[config.mk]
export PLATFORM = sky130hd
export DESIGN_NAME = if_fetch_stage
export DESIGN_NICKNAME = d
export VERILOG_FILES = /design/src/rtl/if_fetch_stage.sv
export SDC_FILE = /design/constraint.sdc
export NUM_CORES = 1
export LEC_CHECK = 0
export ABC_CLOCK_PERIOD_IN_PS = 3540
export CORE_ASPECT_RATIO = 1.25
export CORE_UTILIZATION = 50
export DETAILED_ROUTE_END_ITERATION = 7
export PLACE_DENSITY = 0.86
export SLEW_MARGIN = 20
export SYNTH_ARGS = -nofsm -noshare
export SYNTH_HDL_FRONTEND = slang
export SYNTH_SLANG_ARGS = --single-unit
[constraint.sdc]
create_clock -name CLK -period 3.54 [get_ports CLK]
set_input_delay 0.708 -clock CLK [delete_from_list [all_inputs] [get_ports CLK]]
set_output_delay 0.708 -clock CLK [all_outputs]
set_load 0.02 [all_outputs]
[src/rtl/if_fetch_stage.sv]
// Instruction-fetch stage with IF/ID register, one-entry hold buffer and HALT detection.
// Optional performance counters are built when FETCH_PERF_EN is defined.
module if_fetch_stage #(
    parameter logic [5:0]  HALT_OPCODE  = 6'h3F,
    parameter logic [31:0] BUBBLE_INSTR = 32'h0000_0000
) (
    input  logic        CLK,
    input  logic        RST,
    input  logic [31:0] pc_in,
    input  logic [31:0] npc_in,
    input  logic        ihit,
    input  logic [31:0] iload,
    input  logic        stall,
    input  logic        flush,
    output logic        iREN,
    output logic [31:0] iaddr,
    output logic        fetch_done,
    output logic [31:0] ifid_instr,
    output logic [31:0] ifid_pc,
    output logic [31:0] ifid_npc,
    output logic        ifid_valid,
    output logic        halted,
    output logic [31:0] perf_stall_cnt,
    output logic [31:0] perf_bubble_cnt
);

    typedef enum logic [1:0] {
        ST_FETCH  = 2'd0,
        ST_HOLD   = 2'd1,
        ST_HALTED = 2'd2
    } state_t;

    state_t      state_r;
    state_t      state_next_s;
    logic        iren_s;
    logic        fetch_done_s;
    logic        load_fetch_s;
    logic        load_hold_s;
    logic        capture_s;
    logic [31:0] hold_instr_r;
    logic [31:0] hold_pc_r;
    logic [31:0] hold_npc_r;
    logic [31:0] ifid_instr_r;
    logic [31:0] ifid_pc_r;
    logic [31:0] ifid_npc_r;
    logic        ifid_valid_r;

    function automatic logic is_halt(input logic [31:0] instr);
        return (instr[31:26] == HALT_OPCODE);
    endfunction

    // State register
    always_ff @(posedge CLK) begin
        if (RST) begin
            state_r <= ST_FETCH;
        end else begin
            state_r <= state_next_s;
        end
    end

    // Next-state selection; flush overrides everything
    always_comb begin
        state_next_s = state_r;
        case (state_r)
            ST_FETCH: begin
                if (flush) begin
                    state_next_s = ST_FETCH;
                end else if (ihit && stall) begin
                    state_next_s = ST_HOLD;
                end else if (ihit && is_halt(iload)) begin
                    state_next_s = ST_HALTED;
                end else begin
                    state_next_s = ST_FETCH;
                end
            end
            ST_HOLD: begin
                if (flush) begin
                    state_next_s = ST_FETCH;
                end else if (!stall) begin
                    state_next_s = is_halt(hold_instr_r) ? ST_HALTED : ST_FETCH;
                end else begin
                    state_next_s = ST_HOLD;
                end
            end
            ST_HALTED: begin
                if (flush) begin
                    state_next_s = ST_FETCH;
                end else begin
                    state_next_s = ST_HALTED;
                end
            end
            default: state_next_s = ST_FETCH;
        endcase
    end

    // Request, handshake and IF/ID load strobes
    always_comb begin
        iren_s       = 1'b0;
        fetch_done_s = 1'b0;
        load_fetch_s = 1'b0;
        load_hold_s  = 1'b0;
        capture_s    = 1'b0;
        case (state_r)
            ST_FETCH: begin
                iren_s       = !RST;
                fetch_done_s = ihit && !flush;
                load_fetch_s = ihit && !flush && !stall;
                capture_s    = ihit && !flush && stall;
            end
            ST_HOLD: begin
                load_hold_s = !flush && !stall;
            end
            ST_HALTED: begin
                iren_s = 1'b0;
            end
            default: begin
                iren_s = 1'b0;
            end
        endcase
    end

    // Hold buffer keeps a hit that arrived while decode was stalled
    always_ff @(posedge CLK) begin
        if (RST || flush) begin
            hold_instr_r <= BUBBLE_INSTR;
            hold_pc_r    <= 32'h0000_0000;
            hold_npc_r   <= 32'h0000_0000;
        end else if (capture_s) begin
            hold_instr_r <= iload;
            hold_pc_r    <= pc_in;
            hold_npc_r   <= npc_in;
        end
    end

    // IF/ID pipeline register
    always_ff @(posedge CLK) begin
        if (RST || flush) begin
            ifid_instr_r <= BUBBLE_INSTR;
            ifid_pc_r    <= 32'h0000_0000;
            ifid_npc_r   <= 32'h0000_0000;
            ifid_valid_r <= 1'b0;
        end else if (load_fetch_s) begin
            ifid_instr_r <= iload;
            ifid_pc_r    <= pc_in;
            ifid_npc_r   <= npc_in;
            ifid_valid_r <= 1'b1;
        end else if (load_hold_s) begin
            ifid_instr_r <= hold_instr_r;
            ifid_pc_r    <= hold_pc_r;
            ifid_npc_r   <= hold_npc_r;
            ifid_valid_r <= 1'b1;
        end
    end

`ifdef FETCH_PERF_EN
    logic [31:0] perf_stall_cnt_r;
    logic [31:0] perf_bubble_cnt_r;

    // Miss-cycle and bubble counters, free-running with natural wrap
    always_ff @(posedge CLK) begin
        if (RST) begin
            perf_stall_cnt_r  <= 32'h0000_0000;
            perf_bubble_cnt_r <= 32'h0000_0000;
        end else begin
            if (state_r == ST_FETCH && !ihit) begin
                perf_stall_cnt_r <= perf_stall_cnt_r + 32'd1;
            end
            if (flush) begin
                perf_bubble_cnt_r <= perf_bubble_cnt_r + 32'd1;
            end
        end
    end

    assign perf_stall_cnt  = perf_stall_cnt_r;
    assign perf_bubble_cnt = perf_bubble_cnt_r;
`else
    assign perf_stall_cnt  = 32'h0000_0000;
    assign perf_bubble_cnt = 32'h0000_0000;
`endif

    assign iREN       = iren_s;
    assign iaddr      = pc_in;
    assign fetch_done = fetch_done_s;
    assign ifid_instr = ifid_instr_r;
    assign ifid_pc    = ifid_pc_r;
    assign ifid_npc   = ifid_npc_r;
    assign ifid_valid = ifid_valid_r;
    assign halted     = (state_r == ST_HALTED);

endmodule

==> impl_metrics.csv, run 1 <==
group,metric,value,unit
global_route,gr-usage-all-layers,0.2562,
logic_synthesis,yosys.area.top_type,"dfxtp_1",
clock_network,clkTransAtPathRegs,70,ps
critical_path,reg2reg_from,"state_r[0]",
logic_synthesis,syn_area_per_cell,8.183,µm²
cells_and_area,area_growth,27.63,%
route,wl,24520,µm
sta,worst_pin_slew,1055,ps
die,start_util,0.5138,
sta,max_slew_margin,0.2964,
sta,setup_viol,0,
die,dieHeight,152.2,µm
logic_synthesis,yosysSeqAreaShare,0.4325,
global_route,grt_pass1_wl,38590,µm
critical_path,cp_common_cell,"clkdlybuf4s50_1",
clock_network,clock_latency,440,ps
logic_synthesis,yosys_register_bits,195,
clock_network,clk_path_buf_depth,2,
die,ios,297,
logic_synthesis,synth-compound-area-share,0.2312,
logic_synthesis,synthXorXnorAreaFrac,0,
power,p_clk_frac,0.427,
logic_synthesis,synth_common_cells,"dfxtp_1, nand2_1, a21oi_1, buf_4",
critical_path,timing.rr.end,"ifid_npc[3]",
route,drtIter0Drc,934,
sta,rsz0062_at_grt,"false",
die,coreArea,17570,µm²
critical_path,reg2reg_depth,6,
global_route,grt_max_degree,117,
global_route,grt_pass1_vias,7805,
logic_synthesis,synth.distinct_cells,30,
critical_path,cp-startpoint,"ihit",
die,die_area,18600,µm²
critical_path,worst-setup-path-type,"input pin to primary output",
placement,dp_slack,148.7,ps
clock_network,cts_setup_buffers,0,
power,comb_power_share,0.126,
logic_synthesis,synth-main-ff-cell,"dfxtp_1",
sta,fin_worst_skew,7.958,ps
logic_synthesis,syn-cell-area,9026,µm²
sta,finalHoldViolations,0,
route,wl_per_cell,16.77,µm
sta,fmax,0.3205,GHz
logic_synthesis,synth.area.mux_share,0,
critical_path,cp.required,2830,ps
logic_synthesis,synth_edf_count,0,
power,p_leak,0.003595,µW
clock_network,postCtsResizedCells,0,
cells_and_area,fill_cells,1433,
sta,final_max_slew_viol_count,0,
global_route,antenna_found_initial,1,
sta,finalSetupTns,0,ps
logic_synthesis,synth-simple-area-share,0.1968,
placement,io_buffers,232,
flow_run,cap_violations,0,
sta,holdWs,476.5,ps
power,swShare,0.2517,
sta,worst_slack,419.6,ps
critical_path,endpoint,"fetch_done",
sta,fin_crit,3120,ps
route,drc,0,
clock_network,cts_made_buffers,17,
critical_path,cp_data_arrival_time,2410,ps
critical_path,cp_slowest_cell,"clkdlybuf4s50_1",
critical_path,reg2reg_slack,890,ps
logic_synthesis,syn_inst,1103,
sta,fin_crit_sh,0.8815,
route,drt_pass1_iterations,5,
logic_synthesis,yosys-top-cells-area,"dfxtp_1, buf_4, nand2_1",
logic_synthesis,yosysMostFrequentCell,"dfxtp_1",
critical_path,cp_cell_sequence,"clkdlybuf4s50_1, or4b_4, clkinv_2, clkdlybuf4s50_1",
cells_and_area,drive_above_1_share,0.07922,
clock_network,cts_tree,"done",
logic_synthesis,async_flop_share,0,
logic_synthesis,synth_top_area_frac,0.4325,
route,ant_nets,0,
placement,gp_congestion,0.7585,
critical_path,cp-start-kind,"input pin",
clock_network,cts-root-buf,"clkbuf_16",
min_path,hold_path_class,"flop to flop",
critical_path,critPathMaxFanout,3,
cells_and_area,fin_util,0.6558,
global_route,grt_overflow_total,0,
clock_network,cts.sinks,195,
placement,dp_hpwl,14980,µm
min_path,holdCritStartpoint,"hold_pc_r[23]",
cells_and_area,postLayoutCellArea,11520,µm²
die,num_rows,54,
route,routed_via_density,5.801,
logic_synthesis,synth_adder_area_share,0,
outcome,outcome,"completed",
power,powerDensity,437.2,nW/µm²
placement,placed_area,10830,µm²
clock_network,postCtsHoldBufs,0,
clock_network,htreeDepth,4,
critical_path,endpoint_kind,"primary output",
cells_and_area,nNetsFinal,1325,
power,pwr-share-seq,0.448,
route,vias,8481,
logic_synthesis,ys_warn_count,0,
power,p_switching,1268,µW
logic_synthesis,synth_top_family_by_area,"compound AO/OA/AOI/OAI gates",
critical_path,crit_path_max_incr_delay,600,ps
power,p_int,3769,µW
power,ir_drop,0.0002873,V
die,die_x,122.2,µm
## routing by layer
metal	global-route usage	wire [µm]	vias up
met5	0	0	-
met4	0.1208	805	0
met3	0.04379	1629	55
met2	0.4288	12220	404
met1	0.3159	9874	4014
li1	-	-	4008
## final cells by class
class                   count  area [µm²]  area share
multi-input cells         755        4128      0.3583
flip-flops and latches    195        3904      0.3389
repair buffers            252        2535      0.2200
clock buffers              20       456.7     0.03964
well taps                 224       280.3     0.02433
clock inverters            12       201.4     0.01749
inverters                   3       12.51    0.001086
diodes                      1       2.502   0.0002172
## cell usage in the layout, fill, tap and decap left out, types with 2 or more instances in the layout
cell type,synthesis,routed
buf_6,6,2
clkdlybuf4s50_1,0,231
o21ai_0,96,96
clkinvlp_4,0,2
a311oi_1,56,56
clkbuf_16,0,17
nor2_1,3,3
a311oi_2,39,39
nand4_1,2,2
bufinv_16,0,5
conb_1,1,64
nand2_1,190,190
or4b_4,0,2
nor3_1,97,97
clkinv_2,1,3
buf_12,0,3
buf_4,99,15
nand3_1,97,97
a21oi_1,99,99
dfxtp_1,195,195
clkbuf_8,0,2
inv_6,0,2
## power groups by stage
stage / combinational (µW) / clock, µW / sequential, µW
after floorplan: 393 / 0 / 2330
after global placement: 621 / 0 / 2300
after detailed placement: 626 / 0 / 2300
after CTS: 629 / 2170 / 2250
after global routing: 672 / 2250 / 2260
final: 633 / 2150 / 2250
## kinds of logic (layout without fill, tap and decap cells)
| family | count (synthesis) | count (layout) |
|---|---|---|
| compound gates | 294 | 294 |
| buf+inv | 216 | 287 |
| flops | 195 | 195 |
| other cells | 1 | 65 |
| simple gates | 397 | 397 |
## critical path, delay by kind of cell
| kind | cells | cell delay, ps |
|---|---|---|
| and+or+nand+nor | 1 | 490 |
| buffers and inverters | 3 | 1210 |
## flip-flops by register name, indices dropped and copies added, names as in the netlist
register,cells
state_r,2
ifid_instr,32
hold_npc_r,32
ifid_pc,32
ifid_npc,32
ifid_valid,1
hold_pc_r,32
hold_instr_r,32
## worst min-delay path by stage
stage | endpoint | slack, ps | depth (start not counted)
5_1_grt | hold_instr_r[3] | 490 | 2
4_1_cts | hold_instr_r[0] | 480 | 2
6_report | hold_pc_r[23] | 480 | 2
3_5_place_dp | hold_npc_r[10] | 470 | 2
3_3_place_gp | hold_instr_r[15] | 460 | 2
2_1_floorplan | hold_instr_r[0] | 450 | 2
## per-stage QoR
step / cells / power, µW
2_1_floorplan: 1166 / 2723
3_3_place_gp: 1428 / 2925
3_5_place_dp: 1428 / 2930
4_1_cts: 1460 / 5052
5_1_grt: 1462 / 5181
6_report: 1462 / 5037
Power figures use the tool's default switching activity.
==> inputs of run 2 (changes only) <==
CORE_MARGIN = 2   (was unset)
==> run 2 against run 1 <==
  * Cell count is 0.62% lower
  * Clock power is 7% lower
  * Count of clock-buffer cells in the layout is 3 higher
  * Core utilization is 0.49 points lower
  * Setup slack worse by 82 ps
  * Largest cell class unchanged
==> impl_metrics.csv, run 2 (synthesis results as in run 1) <==
group,metric,value,unit
flow_run,cap_violations,0,
cells_and_area,finalNonFillerCells,1453,
clock_network,clkTransAtPathRegs,60,ps
clock_network,cts_tree,"done",
cells_and_area,layout_common_cells,"clkdlybuf4s50_1, dfxtp_1, nand2_1, a21oi_1",
clock_network,clock_latency,430,ps
die,die_x,124.2,µm
global_route,grt_pass1_wl,38590,µm
clock_network,htreeDepth,4,
cells_and_area,area_growth,26.67,%
critical_path,endpoint_kind,"primary output",
clock_network,cts-root-buf,"clkbuf_16",
die,dieHeight,154.2,µm
sta,setup_viol,0,
sta,finalSetupTns,0,ps
die,start_util,0.5138,
power,p_leak,0.003546,µW
min_path,hold_path_class,"flop to flop",
clock_network,clk_path_buf_depth,2,
global_route,gr-usage-all-layers,0.2477,
cells_and_area,nNetsFinal,1318,
critical_path,cp_data_arrival_time,2490,ps
power,pwr-share-seq,0.462,
power,powerDensity,426.7,nW/µm²
clock_network,cts.sinks,195,
global_route,grt_overflow_total,0,
die,coreArea,17570,µm²
sta,max_slew_margin,0.3519,
critical_path,critPathMaxFanout,3,
placement,gp_congestion,0.7997,
route,drt_pass1_iterations,5,
placement,dp_hpwl,14400,µm
sta,fin_crit_sh,0.9046,
outcome,outcome,"completed",
critical_path,cp-start-kind,"input pin",
global_route,antenna_found_initial,0,
route,wl,24400,µm
route,vias,8435,
cells_and_area,fill_cells,1432,
sta,fin_worst_skew,10.36,ps
route,routed_via_density,5.805,
die,die_area,19150,µm²
clock_network,cts_setup_buffers,0,
sta,worst_pin_slew,972.1,ps
clock_network,postCtsResizedCells,0,
cells_and_area,drive_above_1_share,0.07242,
global_route,grt_pass1_vias,7959,
global_route,grt_max_degree,193,
cells_and_area,layout_commonest_cell,"clkdlybuf4s50_1",
die,ios,297,
die,num_rows,54,
route,wl_per_cell,16.79,µm
cells_and_area,diodes,0,
sta,final_max_slew_viol_count,0,
power,comb_power_share,0.128,
placement,place_inst,1421,
route,drc,0,
sta,holdWs,473.7,ps
placement,io_buffers,232,
critical_path,worst-setup-path-type,"input pin to primary output",
power,p_clk_frac,0.409,
power,p_switching,1223,µW
power,swShare,0.2507,
sta,rsz0062_at_grt,"false",
power,ir_drop,0.0003075,V
critical_path,cp.required,2830,ps
sta,fmax,0.3123,GHz
power,p_int,3656,µW
clock_network,cts_made_buffers,17,
sta,finalHoldViolations,0,
sta,fin_crit,3202,ps
route,drtIter0Drc,802,
clock_network,postCtsHoldBufs,0,
route,ant_nets,0,
[run 2: changes by cell type in the layout (fill, tap and decap cells not counted), sizes merged]
cell	delta
clkinv	+1
clkbuf	+3
buf	-7
diode	-1
bufinv	-2
inv	-2
clkinvlp	-1
[run 2: final timing paths]
| kind | from | endpoint | slack [ps] | depth (start not counted) |
|---|---|---|---|---|
| setup / recovery | ihit | fetch_done | 340 | 4 |
| hold / removal | hold_pc_r[12] | hold_pc_r[12] | 470 | 2 |
| setup reg to reg | state_r[0] | ifid_instr[31] | 1060 | 6 |
| hold reg to reg | hold_pc_r[12] | hold_pc_r[12] | 470 | 2 |
[run 2: layer usage]
layer / part of all wire / vias to the layer above / GRT usage
met3: 0.067 / 61 / 0.05088
met5: 0 / - / 0
met4: 0.037 / 0 / 0.1113
met2: 0.50 / 372 / 0.4132
li1: - / 3992 / -
met1: 0.40 / 4010 / 0.3042
[run 2: final cells by class]
cell class                      instances  area [µm²]  share of cell area
Sequential cell                       195        3904              0.3414
Timing Repair Buffer                  245        2496              0.2183
Inverter                                3       12.51            0.001094
Multi-Input combinational cell        755        4128              0.3610
Clock inverter                          8       125.1             0.01094
Clock buffer                           23       488.0             0.04268
Tap cell                              224       280.3             0.02451
[run 2: critical path, stage by stage]
cell	delay [ps]
clkdlybuf4s50_1	520
or4b_4	510
clkinv_2	130
clkdlybuf4s50_1	630
[run 2: power groups by stage]
| stage | logic (µW) | registers (µW) | clock network (µW) |
|---|---|---|---|
| 3_5_place_dp | 621 | 2300 | 0 |
| 6_report | 627 | 2260 | 2000 |
| 3_3_place_gp | 616 | 2300 | 0 |
| 5_1_grt | 670 | 2260 | 2100 |
| 4_1_cts | 624 | 2250 | 2020 |
| 2_1_floorplan | 393 | 2330 | 0 |
[run 2: per-stage QoR]
step | util | worst slack (ps) | area [µm²] | power [µW]
after floorplan | - | 1221 | 9263 | 2723
after CTS | 0.6497 | 327.5 | 11410 | 4898
after global routing | 0.6509 | 280.8 | 11430 | 5033
after global placement | 0.6148 | 355.7 | 10800 | 2919
final | 0.6509 | 337.8 | 11430 | 4879
after detailed placement | 0.6148 | 328.8 | 10800 | 2925
